File: src/rtl/collision_frame_tracker.sv
// rtl/collision_frame_tracker.sv - per-frame sprite collision detector with cooldown-filtered hit events
// Optional COLLISION_COORD_EN builds first-hit coordinate capture; without it hit_x/hit_y read 0.
module collision_frame_tracker #(
    parameter int                    SIZE     = 9,
    parameter int                    NPAIR    = 2,
    parameter logic [NPAIR*SIZE-1:0] MASK_A   = {9'h1E0, 9'h008},
    parameter logic [NPAIR*SIZE-1:0] MASK_B   = {9'h001, 9'h001},
    parameter int                    COOLDOWN = 60
) (
    input  logic                clk,
    input  logic                rst,
    input  logic [SIZE-1:0]     draw,
    input  logic [9:0]          pxl_x,
    input  logic [8:0]          pxl_y,
    input  logic                vsync,
    output logic [NPAIR-1:0]    hit_pulse,
    output logic [NPAIR-1:0]    hit_frame,
    output logic [NPAIR*8-1:0]  hit_count,
    output logic [NPAIR*10-1:0] hit_x,
    output logic [NPAIR*9-1:0]  hit_y
);
    localparam int             CDW     = (COOLDOWN < 2) ? 1 : $clog2(COOLDOWN + 1);
    localparam logic [CDW-1:0] CD_LOAD = CDW'(COOLDOWN);

    logic [NPAIR-1:0] ovl_q, ovl_d;
    logic             vsync_dly_q;
    logic             frame_edge;
    logic [NPAIR-1:0] acc_q, acc_d;
    logic [NPAIR-1:0] frame_q, frame_d;
    logic [NPAIR-1:0] pulse_q, pulse_d;
    logic [NPAIR-1:0] frame_hit, fire;
    logic [CDW-1:0]   cd_q [NPAIR];
    logic [CDW-1:0]   cd_d [NPAIR];
    logic [7:0]       count_q [NPAIR];
    logic [7:0]       count_d [NPAIR];

    assign frame_edge = vsync & ~vsync_dly_q;

    always_comb begin
        ovl_d = '0;
        for (int p = 0; p < NPAIR; p++) begin
            ovl_d[p] = (|(draw & MASK_A[p*SIZE +: SIZE])) & (|(draw & MASK_B[p*SIZE +: SIZE]));
        end
    end

    // An overlap still in ovl_q on the edge cycle belongs to the frame being closed.
    always_comb begin
        acc_d     = acc_q;
        frame_d   = frame_q;
        pulse_d   = '0;
        frame_hit = '0;
        fire      = '0;
        cd_d      = cd_q;
        count_d   = count_q;
        for (int p = 0; p < NPAIR; p++) begin
            frame_hit[p] = acc_q[p] | ovl_q[p];
            fire[p]      = frame_hit[p] & (cd_q[p] == '0);
            if (frame_edge) begin
                acc_d[p]   = 1'b0;
                frame_d[p] = frame_hit[p];
                pulse_d[p] = fire[p];
                if (fire[p]) begin
                    cd_d[p] = CD_LOAD;
                    if (count_q[p] != 8'hFF) begin
                        count_d[p] = count_q[p] + 8'd1;
                    end
                end else if (cd_q[p] != '0) begin
                    cd_d[p] = cd_q[p] - CDW'(1);
                end
            end else begin
                acc_d[p] = frame_hit[p];
            end
        end
    end

    always_ff @(posedge clk) begin
        if (rst) begin
            ovl_q       <= '0;
            vsync_dly_q <= 1'b1;
            acc_q       <= '0;
            frame_q     <= '0;
            pulse_q     <= '0;
            for (int p = 0; p < NPAIR; p++) begin
                cd_q[p]    <= '0;
                count_q[p] <= '0;
            end
        end else begin
            ovl_q       <= ovl_d;
            vsync_dly_q <= vsync;
            acc_q       <= acc_d;
            frame_q     <= frame_d;
            pulse_q     <= pulse_d;
            cd_q        <= cd_d;
            count_q     <= count_d;
        end
    end

    assign hit_pulse = pulse_q;
    assign hit_frame = frame_q;

    always_comb begin
        hit_count = '0;
        for (int p = 0; p < NPAIR; p++) begin
            hit_count[p*8 +: 8] = count_q[p];
        end
    end

`ifdef COLLISION_COORD_EN
    logic [9:0] x_q;
    logic [8:0] y_q;
    logic [9:0] cap_x_q [NPAIR];
    logic [9:0] cap_x_d [NPAIR];
    logic [8:0] cap_y_q [NPAIR];
    logic [8:0] cap_y_d [NPAIR];
    logic [9:0] hx_q [NPAIR];
    logic [9:0] hx_d [NPAIR];
    logic [8:0] hy_q [NPAIR];
    logic [8:0] hy_d [NPAIR];
    logic [NPAIR-1:0] first_hit;

    // The first overlap of a frame may land on the edge cycle itself, so bypass cap then.
    always_comb begin
        cap_x_d   = cap_x_q;
        cap_y_d   = cap_y_q;
        hx_d      = hx_q;
        hy_d      = hy_q;
        first_hit = '0;
        for (int p = 0; p < NPAIR; p++) begin
            first_hit[p] = ovl_q[p] & ~acc_q[p];
            if (frame_edge) begin
                hx_d[p]    = first_hit[p] ? x_q : cap_x_q[p];
                hy_d[p]    = first_hit[p] ? y_q : cap_y_q[p];
                cap_x_d[p] = '0;
                cap_y_d[p] = '0;
            end else if (first_hit[p]) begin
                cap_x_d[p] = x_q;
                cap_y_d[p] = y_q;
            end
        end
    end

    always_ff @(posedge clk) begin
        if (rst) begin
            x_q <= '0;
            y_q <= '0;
            for (int p = 0; p < NPAIR; p++) begin
                cap_x_q[p] <= '0;
                cap_y_q[p] <= '0;
                hx_q[p]    <= '0;
                hy_q[p]    <= '0;
            end
        end else begin
            x_q     <= pxl_x;
            y_q     <= pxl_y;
            cap_x_q <= cap_x_d;
            cap_y_q <= cap_y_d;
            hx_q    <= hx_d;
            hy_q    <= hy_d;
        end
    end

    always_comb begin
        hit_x = '0;
        hit_y = '0;
        for (int p = 0; p < NPAIR; p++) begin
            hit_x[p*10 +: 10] = hx_q[p];
            hit_y[p*9 +: 9]   = hy_q[p];
        end
    end
`else
    logic unused_coord;
    assign unused_coord = ^{pxl_x, pxl_y};
    assign hit_x = '0;
    assign hit_y = '0;
`endif

endmodule
File: config.mk
export PLATFORM = sky130hd
export DESIGN_NAME = collision_frame_tracker
export DESIGN_NICKNAME = d
export VERILOG_FILES = /design/src/rtl/collision_frame_tracker.sv
export SDC_FILE = /design/constraint.sdc
export NUM_CORES = 1
export LEC_CHECK = 0
export BUFFER_PORTS_ARGS = -buffer_cell sky130_fd_sc_hd__buf_2
export CORE_MARGIN = 5
export CORE_UTILIZATION = 51
export DETAILED_ROUTE_END_ITERATION = 7
export PLACE_DENSITY = 0.86
export SETUP_SLACK_MARGIN = 0.3
export SYNTH_ARGS = -nofsm -noshare
export SYNTH_HDL_FRONTEND = slang
export SYNTH_SLANG_ARGS = --single-unit
File: constraint.sdc
create_clock -name clk -period 4.4 [get_ports clk]
set_input_delay 0.44 -clock clk [delete_from_list [all_inputs] [get_ports clk]]
set_output_delay 0.44 -clock clk [all_outputs]
set_load 0.05 [all_outputs]
Yosys cells after proc, flatten, opt, wreduce, memory -nomap -nowiden
Cells that the tools add are included.

cells by class
  $add $sub $neg = 4
  eq/ne operators = 2
  muxes and demuxes = 4
  bitwise operators = 9
  reduce and logical (&&, ||, !) cells = 13

operators with widths
  operator                                                            count
  6-bit two-way mux                                                   4
  8-bit by 1-bit adder with 8-bit output, second input constant       2
  8-bit != test, second input constant                                2
  6-bit zero test                                                     2
  6-bit nonzero test                                                  2
  6-bit by 1-bit subtractor with 6-bit output, second input constant  2
  3-bit AND reduction                                                 2
  1-bit bitwise AND                                                   5
  2-bit AND reduction                                                 2
  2-bit nonzero test                                                  2
  2-bit OR reduction                                                  2
  4-bit OR reduction                                                  1
  1-bit NOT                                                           2
  1-bit OR                                                            2

storage, ports and cells
  bits in registers = 37
  output and inout port bits = 58
  logic and storage cells = 41

Longest topological paths before layout
Gate-level depths: netlist (run 1).

  word-level depth = 4
  mapped depth = 7

Worst setup path after synthesis (run 1)
OpenSTA, ideal clock, no wires.

  path type = register -> register
  from = reg count_q (netlist bit hit_count[8])
  to = reg count_q (netlist bit hit_count[14])
  arrival = 1.910 ns
  data required time = 4.330 ns
  path slack = 2.420 ns
  stages on the path, launching flop included = 7
  path buffers = 1
  cells stage by stage = dfxtp_1 ha_1 and2_1 and3_1 buf_1 or4_1 a21oi_1

between the ends
  cells in the longest elaborated chain, start to end = 2
  elaborated cells between the ends (all ways) = 3

ends and longest elaborated chain
  item                                                                            line  RTL
  from (decl)                                                                     34    logic [7:0] count_q [NPAIR];
  from (signal assigned)                                                          94    count_q <= count_d;
  branches (longest 2 deep; another with 8-bit by 1-bit adder with 8-bit output)  --

Parallel ways; which one is timed is not known.
A chain may end at the register's enable or synchronous reset.

Final worst setup path (run 1)
  from = reg cd_q[6] (netlist name)
  to = reg count_q (netlist bit hit_count[5])

between the ends
  cells in the longest elaborated chain, start to end = 3

ends and longest elaborated chain
  item                               line  RTL
  from (decl)                        32    logic [CDW-1:0] cd_q [NPAIR];
  from (signal, indexed assignment)  84    cd_q[p] <= '0;
  from (signal assigned)             93    cd_q <= cd_d;
  6-bit zero test                    57    fire[p] = frame_hit[p] & (cd_q[p] == '0);
  1-bit bitwise AND                  57
  3-bit AND reduction (no line)      --

No other way between the ends.

==> results of run 1 <==
-- per-stage QoR --
stage,hold slack (ns),power [mW],std cells,area (um^2)
3_5_place_dp,0.484,0.501,308,2070
4_1_cts,0.381,0.753,316,2170
3_3_place_gp,0.468,0.498,308,2070
5_1_grt,0.396,0.778,316,2170
2_1_floorplan,0.442,0.511,277,2190
6_report,0.380,0.748,316,2170
-- final timing paths --
| path | slack, ns | startpoint | endpoint |
|---|---|---|---|
| worst max register to register | 2.16 | cd_q[6] | hit_count[5] |
| worst min register to register | 0.49 | cd_q[0] | cd_q[0] |
| worst max-delay path | 2.16 | cd_q[6] | hit_count[5] |
| worst min-delay path | 0.38 | draw[3] | ovl_q[0] |
-- flip-flops by register name (all words and copies together) (netlist names) --
| signal | cells |
|---|---|
| hit_frame | 2 |
| hit_count | 16 |
| vsync_dly_q | 1 |
| cd_q | 12 |
| hit_pulse | 2 |
| ovl_q | 2 |
| acc_q | 2 |
-- area by class of cell --
type / count / area share [%]
Multi-Input combinational cell: 187 / 51.0
Clock inverter: 2 / 0.635
Sequential cell: 37 / 34.2
Timing Repair Buffer: 28 / 6.47
Clock buffer: 6 / 3.81
Tap cell: 50 / 2.89
Inverter: 6 / 1.04
-- power groups by stage --
stage	Clock, mW	Combinational [mW]	Sequential, mW
after floorplan	0	0.146	0.364
after global placement	0	0.138	0.359
after detailed placement	0	0.141	0.360
after CTS	0.259	0.142	0.352
after global routing	0.270	0.154	0.353
final	0.253	0.143	0.352
-- cell usage after synthesis, types with 2 or more instances --
library cell,count
and3_1,2
mux2i_1,4
nand3_1,6
inv_1,6
a211oi_1,4
o21ai_0,5
nor3_1,7
ha_1,4
or3_1,4
a21oi_1,18
o31ai_1,11
nand2_1,13
or4_1,10
dfxtp_1,37
a31oi_1,3
buf_4,38
o41ai_1,2
or2_2,5
clkbuf_1,8
a311oi_1,2
or3_2,2
nor4_1,4
nand2b_1,5
nor2_1,15
nand4_1,4
nor2b_1,2
-- logic make-up (layout without fill, tap and decap cells) --
kind of cell,count (synthesis),count (layout)
other,1,38
buffers and inverters,53,42
DFF,37,37
muxes,5,5
AOI/OAI and AO/OA,52,52
adders and majority gates,4,4
and+or+nand+nor,88,88
-- worst register-to-register path: stages (launching register included) --
cell	delay, ns
dfxtp_1	0.33
inv_1	0.08
ha_1	0.25
and4bb_2	0.31
nand3_1	0.35
nor4_1	0.44
mux2_2	0.37
-- layout by cell type, fill, tap and decap left out, types with 2 or more instances in the layout --
cell type / n
a311oi_1: 2
dfxtp_1: 37
or3_1: 4
nor3_1: 7
buf_2: 28
nand2b_1: 5
inv_1: 6
nand3_1: 6
ha_1: 4
a31oi_1: 3
o21ai_0: 5
or3_2: 2
nand4_1: 4
o41ai_1: 2
clkbuf_8: 6
nor2_1: 15
a21oi_1: 18
mux2i_1: 4
nor2b_1: 2
nand2_1: 13
nor4_1: 4
and3_1: 2
o31ai_1: 11
conb_1: 38
a211oi_1: 4
or2_2: 5
or4_1: 10
-- layer usage --
| metal | up-vias | wire length (um) | global-route usage [%] |
|---|---|---|---|
| met3 | 12 | 312 | 4.10 |
| met4 | 0 | 78 | 6.64 |
| met5 | - | 0 | 0 |
| li1 | 855 | - | - |
| met1 | 814 | 1620 | 16.8 |
| met2 | 63 | 2060 | 28.5 |
==> results by stage, run 1 <==
Timing:
- The count of final setup violators is 0.
- The actual transition at the worst max-transition pin is about 1.0 ns.
- In this run the tightest slew margin relative to its limit is between 30% and 40%.
- Setup total negative slack on the finished layout was measured at 0 ns.
- The final number of max-transition violations is 0.
- The number of endpoints with negative hold slack in the final report is 0.
- The worst path meets setup with around 2.2 ns of slack.
- The highest clock frequency the design can meet is 447 MHz.
- The time the final worst path needs with I/O delays and setup is ~2.2 ns.
- Between clock sinks in the finished design, the worst skew comes to 0.00988 ns.
- Of the available clock period, the critical path in the final layout requires slightly above 50%.
- Setup repair after global routing left no endpoint under its margin.

Finish:
- The antenna diode count is 0.
- The multi-input combinational cells in the finished layout cover a total of 1100 um^2.
- Cells with a size suffix above 1 make up roughly a fifth of the layout.
- The net count of the finished layout is 300.
- The register cell area after layout is approximately 740 um^2.
- The area growth from synthesis to layout is 5.80%.
- After filler insertion, the fill cell instance count of the layout stands at approximately 370.
- The post-layout utilization of the core is between 50% and 60%.

Clock tree:
- The clock transition at the registers of the reported paths is 0.07 ns.
- The H-tree was split into 2 levels.
- The number of buffers added by the clock tree synthesis step is 5.
- The deepest clock path buffer count is 2.
- The number of hold buffers added after CTS was 0.
- After clock tree synthesis, the setup repair step added 0 buffers.
- The clock drives 37 sinks.
- The number of gates resized after cts is 0.
- In this run the clock root is driven by a clkbuf_8.
- The CTS tree is done.
- The clock reaches the later pin of the worst-skew pair after ~0.3 ns.

Yosys:
- Yosys mapped the design onto 45 distinct sky130hd cell types.
- Synthesis produced a netlist whose cell count is between 200 and 250.
- The largest area contributor in the netlist is dfxtp_1.
- The most used flip-flop cell after synthesis is dfxtp_1.
- The area fraction in compound gates after synthesis is around 17%.
- Ranked by total cell area, the synthesized netlist is headed by dfxtp_1, buf_4, a21oi_1.
- The area share of xor/xnor cells in the synthesized design is 0%.
- The dominant combinational cell family by area after synthesis is simple AND/OR/NAND/NOR gates.
- After synthesis, the share of flip-flops with an asynchronous set or reset is 0%.
- After Yosys synthesis, and, or, nand and nor cells account for between 20% and 30% of the synthesized area.
- The share of synthesized cell area in full adder, half adder and majority cells is under 10%.
- The number of enable flip-flop cells after synthesis is 0.
- The post-synthesis mux area share is under 10%.
- Yosys printed 0 warnings.
- After synthesis, flip-flops and latches occupy roughly 36% of the total area.
- The synthesized area divided by synthesized cell count is 8.53 um^2.
- Of the post-synthesis cell area, the dominant cell type holds around 36%.
- Counting flops and latches in the post-synthesis netlist gives 37.
- The post-synthesis cell area is between 2000 and 2500 um^2.

Die:
- The I/O pin count is 89.
- The die is 73.4 um tall.
- The floorplan has 23 rows.
- The initial utilization of the core area, before any placement, comes to 52.0%.
- The floorplan step defined a die boundary enclosing between 5000 and 6000 um^2.
- The floorplan step defined a core boundary enclosing roughly 3900 um^2.
- Measured along the x axis, the die boundary spans 73.4 um.

Critical path:
- The worst setup path is launched from a flip-flop.
- In this run the number of cells on the critical path is 6.
- The family with the most delay on the worst path is simple AND/OR/NAND/NOR gates.
- In this design, the stage delay of the slowest critical-path cell is 0.44 ns.
- The worst path buffer plus inverter count is 1.
- By startpoint and endpoint, the worst setup path is classified as reg2reg.
- The required time of the worst setup path is roughly 4.6 ns.
- STA classifies the critical path endpoint as a flip-flop.
- The worst register-to-register path has a depth of 6.
- The signal on the critical path passes through inv_1 > ha_1 > and4bb_2 > nand3_1 > nor4_1 > mux2_2.
- Data arrives at the worst endpoint at ~2.4 ns.
- The biggest fanout along the worst timing path is 14.
- The standard cell with the maximum stage delay on the critical path is nor4_1.

Power and ir drop:
- The fraction of power consumed by the clock network is 33.8%.
- Net switching is around a third of the power.
- The internal portion of the total power is approximately 0.50 mW.
- The total net switching power is about 0.25 mW.
- Of the total power, registers draw 47.1%.
- For this design the static power due to leakage is 0.892 nW.
- VDD sags by at most 0.164 mV.
- The part of the power in combinational logic is 19.1%.
- The total power density per cell area is about 340 nW/um^2.

Place:
- Input and output buffers added on the ports amount to 28.
- The final estimated routing congestion in global placement is around 0.83.
- The half-perimeter wire length after placement is around 2900 um.
- OpenSTA, run right after detailed placement, puts the worst setup slack at slightly below 2 ns.

GRT:
- The aggregate global routing overflow is 0.
- The initial antenna violation count was 0.
- In the global route stage, overall resource usage came out at around 16%.
- The pin count of the biggest net entering global routing is 42.
- The first global-routing pass estimated between 6000 and 7000 um of wire.
- The via count of the first global-routing pass is around 1600.

Routing:
- The via density per instance is 5.52.
- The wire length per cell is about 13 um.
- The number of detailed-route iterations in the first pass is 5.
- The via count is roughly 1700.
- The number of nets with antenna violations after detailed routing is 0.
- For this block, the initial DRC count from the detailed router was ~150.
- The routed design has slightly above 4000 um of wire.
- For this run, design rule violations remaining after detail routing come to 0.

Hold path:
- The worst hold path cell count is 2.
- The kind of path behind the tightest hold check is in2reg.

Flow run:
- The max-capacitance violation count is 0.

Run status:
- The run finished with clean final reports.
(Power assumes the default switching activity.)
==> inputs of run 2 (changes only) <==
--- a/config.mk
+++ b/config.mk
@@ -7,9 +7,9 @@
 export LEC_CHECK = 0
 export BUFFER_PORTS_ARGS = -buffer_cell sky130_fd_sc_hd__buf_2
 export CORE_MARGIN = 5
-export CORE_UTILIZATION = 51
+export CORE_UTILIZATION = 43
 export DETAILED_ROUTE_END_ITERATION = 7
-export PLACE_DENSITY = 0.86
+export PLACE_DENSITY = 0.77
 export SETUP_SLACK_MARGIN = 0.3
 export SYNTH_ARGS = -nofsm -noshare
 export SYNTH_HDL_FRONTEND = slang
==> constraint.sdc (replaced) <==
create_clock -name clk -period 1.9 [get_ports clk]
set_input_delay 0.19 -clock clk [delete_from_list [all_inputs] [get_ports clk]]
set_output_delay 0.19 -clock clk [all_outputs]
set_load 0.05 [all_outputs]
==> results by stage, run 2 (synthesis gave the netlist of run 1 again) <==
Routing:
- The remaining design rule violation count is 0.
- The wire length per cell is roughly 14 um.
- The number of detailed-route iterations in the first pass is 4.
- The via density per instance is between 5 and 6.
- The detailed router placed roughly 1900 vias in this run.
- The number of nets with antenna violations after detailed routing is 0.
- Wires add up to between 4000 and 5000 um.
- The number of DRC markers in iteration 0 is 84.

Finish:
- The antenna diode count is 0.
- Measured on the finished design, the core utilization comes to a little under three fifths.
- The most frequent standard cell in the layout excluding fill and tap cells is conb_1.
- In the layout the commonest cells are conb_1, buf_2, buf_4.
- The register cell area after layout is 773 um^2.
- In the final layout, the share of cells above drive strength 1 is about two fifths.
- Summing all multi-input logic gate instances after layout gives 1290 um^2.
- The area growth from synthesis to layout is 25.8%.
- After the flow finishes, the layout carries non-filler instances totaling approximately 340.
- The final instance area is 2580 um^2.
- In the final design database the tool counted between 300 and 400 nets.
- The layout has 414 filler cells.
- The number of flip-flops in the largest register is 16.

Timing:
- Setup repair after global routing could not meet its margin everywhere.
- For the final database, setup skew stands at ~0.0052 ns.
- At the pin with the least slew margin, the transition time is between 0.5 and 0.6 ns.
- The final clock period utilization by the worst path is 87.8%.
- The final sum of negative setup slack is 0 ns.
- Setup violations remaining at the end of the flow were counted as 0.
- In this run the tightest slew margin relative to its limit is 64.1%.
- The final number of max-transition violations was 0.
- The number of endpoints with negative hold slack in the final report is 0.
- Final hold analysis gives a worst-case slack of roughly 0.14 ns.
- The time the final worst path needs with I/O delays and setup is 1.67 ns.
- Timing would allow up to roughly 600 MHz.
- Once routing completed, OpenROAD measured the worst setup slack at ~0.23 ns.

Place:
- At the end of routability-driven placement, the weighted congestion stood at between 0.8 and 0.9.
- The half-perimeter wire length after placement is 3050 um.
- The post-placement cell count is about 320.
- The post-placement cell area is about 2200 um^2.
- The pre-CTS setup slack is about 0.15 ns.
- The quantity of I/O buffers inserted on ports is 28.

GRT:
- The via count of the first global-routing pass is ~1600.
- Across every metal layer, demand over resource in global routing totals between 10% and 20%.
- After global routing the overflow that remains totals 0.
- The first-pass GRT wire length is slightly above 7000 um.
- The initial antenna violation count is 0.
- Entering global routing, the biggest net connects 21 pins.

Clock tree:
- The CTS tree is done.
- The clock latency reported for the late side of the worst-skew pair is around 0.29 ns.
- The number of sinks handled by clock tree synthesis is 37.
- The H-tree was split into 2 levels.
- The number of clock buffers added by TritonCTS is 5.
- The clock transition at the registers of the reported paths is 0.07 ns.
- In this run, post-CTS hold repair placed 0 buffers.
- The deepest clock path buffer count is 2.
- The clock root buffer is clkbuf_8.

Hold path:
- The startpoint of the lowest-slack hold path is draw[3].
- The path class of the tightest hold or removal check is in2reg.
- The worst hold path terminates at ovl_q[0].
- The worst hold path cell count is 2.

Power and ir drop:
- Summing internal, switching and leakage power gives approximately 1.8 mW.
- In this run the static leakage power is between 1 and 1.5 nW.
- Across the VDD grid, the largest voltage drop is 0.323 mV.
- Power spread over the standard cell area amounts to 704 nW/um^2.

Run status:
- The run finished with clean final reports.

Critical path:
- The biggest fanout along the worst timing path is 5.
- The critical path launch point is cd_q[6].
- The logic depth of the worst register-to-register path is 6.
- The endpoint kind of the worst setup timing path is a flip-flop.
- The setup slack of the worst register-to-register path is around 0.23 ns.
- The kind of start point of the critical path is a flip-flop.
- The endpoint of the worst-slack reg-to-reg timing path is hit_count[3].
- The required time of the worst setup path is roughly 2.1 ns.
- In this run the critical register-to-register path is launched from cd_q[6].
- The classification of the worst setup path is reg2reg.
- STA puts the critical path data arrival time at about 1.9 ns.

Die:
- The core footprint is approximately 4700 um^2.
- The die boundary width is 79.0 um.
- The number of core rows is 25.
- The overall die area is ~6200 um^2.
- The I/O pin count is roughly 90.
- For this configuration, the core starts out at a cell density of 43.9%.
- From bottom edge to top edge, the die measures just under 80 um.

Flow run:
- Max-cap violations in this run came to 0.
run 2: cell count changes in the layout (fill, tap and decap cells not counted), sizes merged:
| cell | change |
|---|---|
| clkbuf | +1 |
| nand3 | +1 |
| clkinv | -1 |
| buf | +23 |
run 2: worst max-delay path, stage by stage, from the launching register on:
cell      delay [ns]
dfxtp_2         0.33
inv_2           0.07
ha_4            0.13
and4bb_4        0.29
nand3_4         0.11
or4_4           0.53
a21oi_2         0.14
run 2: worst max path at each step:
stage | end | slack [ns]
global placement | hit_count[3] | 0.18
floorplan | hit_count[5] | 0.24
CTS | hit_count[5] | 0.25
global route | hit_count[14] | 0.17
finish | hit_count[3] | 0.23
detailed placement | hit_count[6] | 0.15
run 2: cell type report:
type                    count  share of cell area [%]
flip-flops and latches     37                    30.0
multi-input cells         188                    50.3
clock inverters             1                   0.194
repair buffers             51                    12.3
well taps                  54                    2.62
clock buffers               7                    3.74
inverters                   6                   0.874
run 2: power breakdown:
part | leakage, nW | internal, mW | switching (mW) | total [mW]
Sequential | 0.310 | 0.791 | 0.0191 | 0.810
Combinational | 0.670 | 0.0977 | 0.291 | 0.389
Clock | 0.0542 | 0.328 | 0.285 | 0.613
Total | 1.03 | 1.22 | 0.596 | 1.81
run 2: what timing repair did:
action / CTS / global route
resized for setup: 15 / 12
setup buffers: 14 / 2
pin swaps: 19 / 4
cloned: 1 / 0
endpoints found under the setup margin: 15 / 14
run 2: layer usage:
metal	wire, um	part of all wire (%)	vias up	track usage, %
met5	0	0	-	0
met4	68	1.4	0	5.67
met3	311	6.6	7	4.76
met2	2420	51	60	24.0
met1	1910	41	877	16.1
li1	-	-	908	-
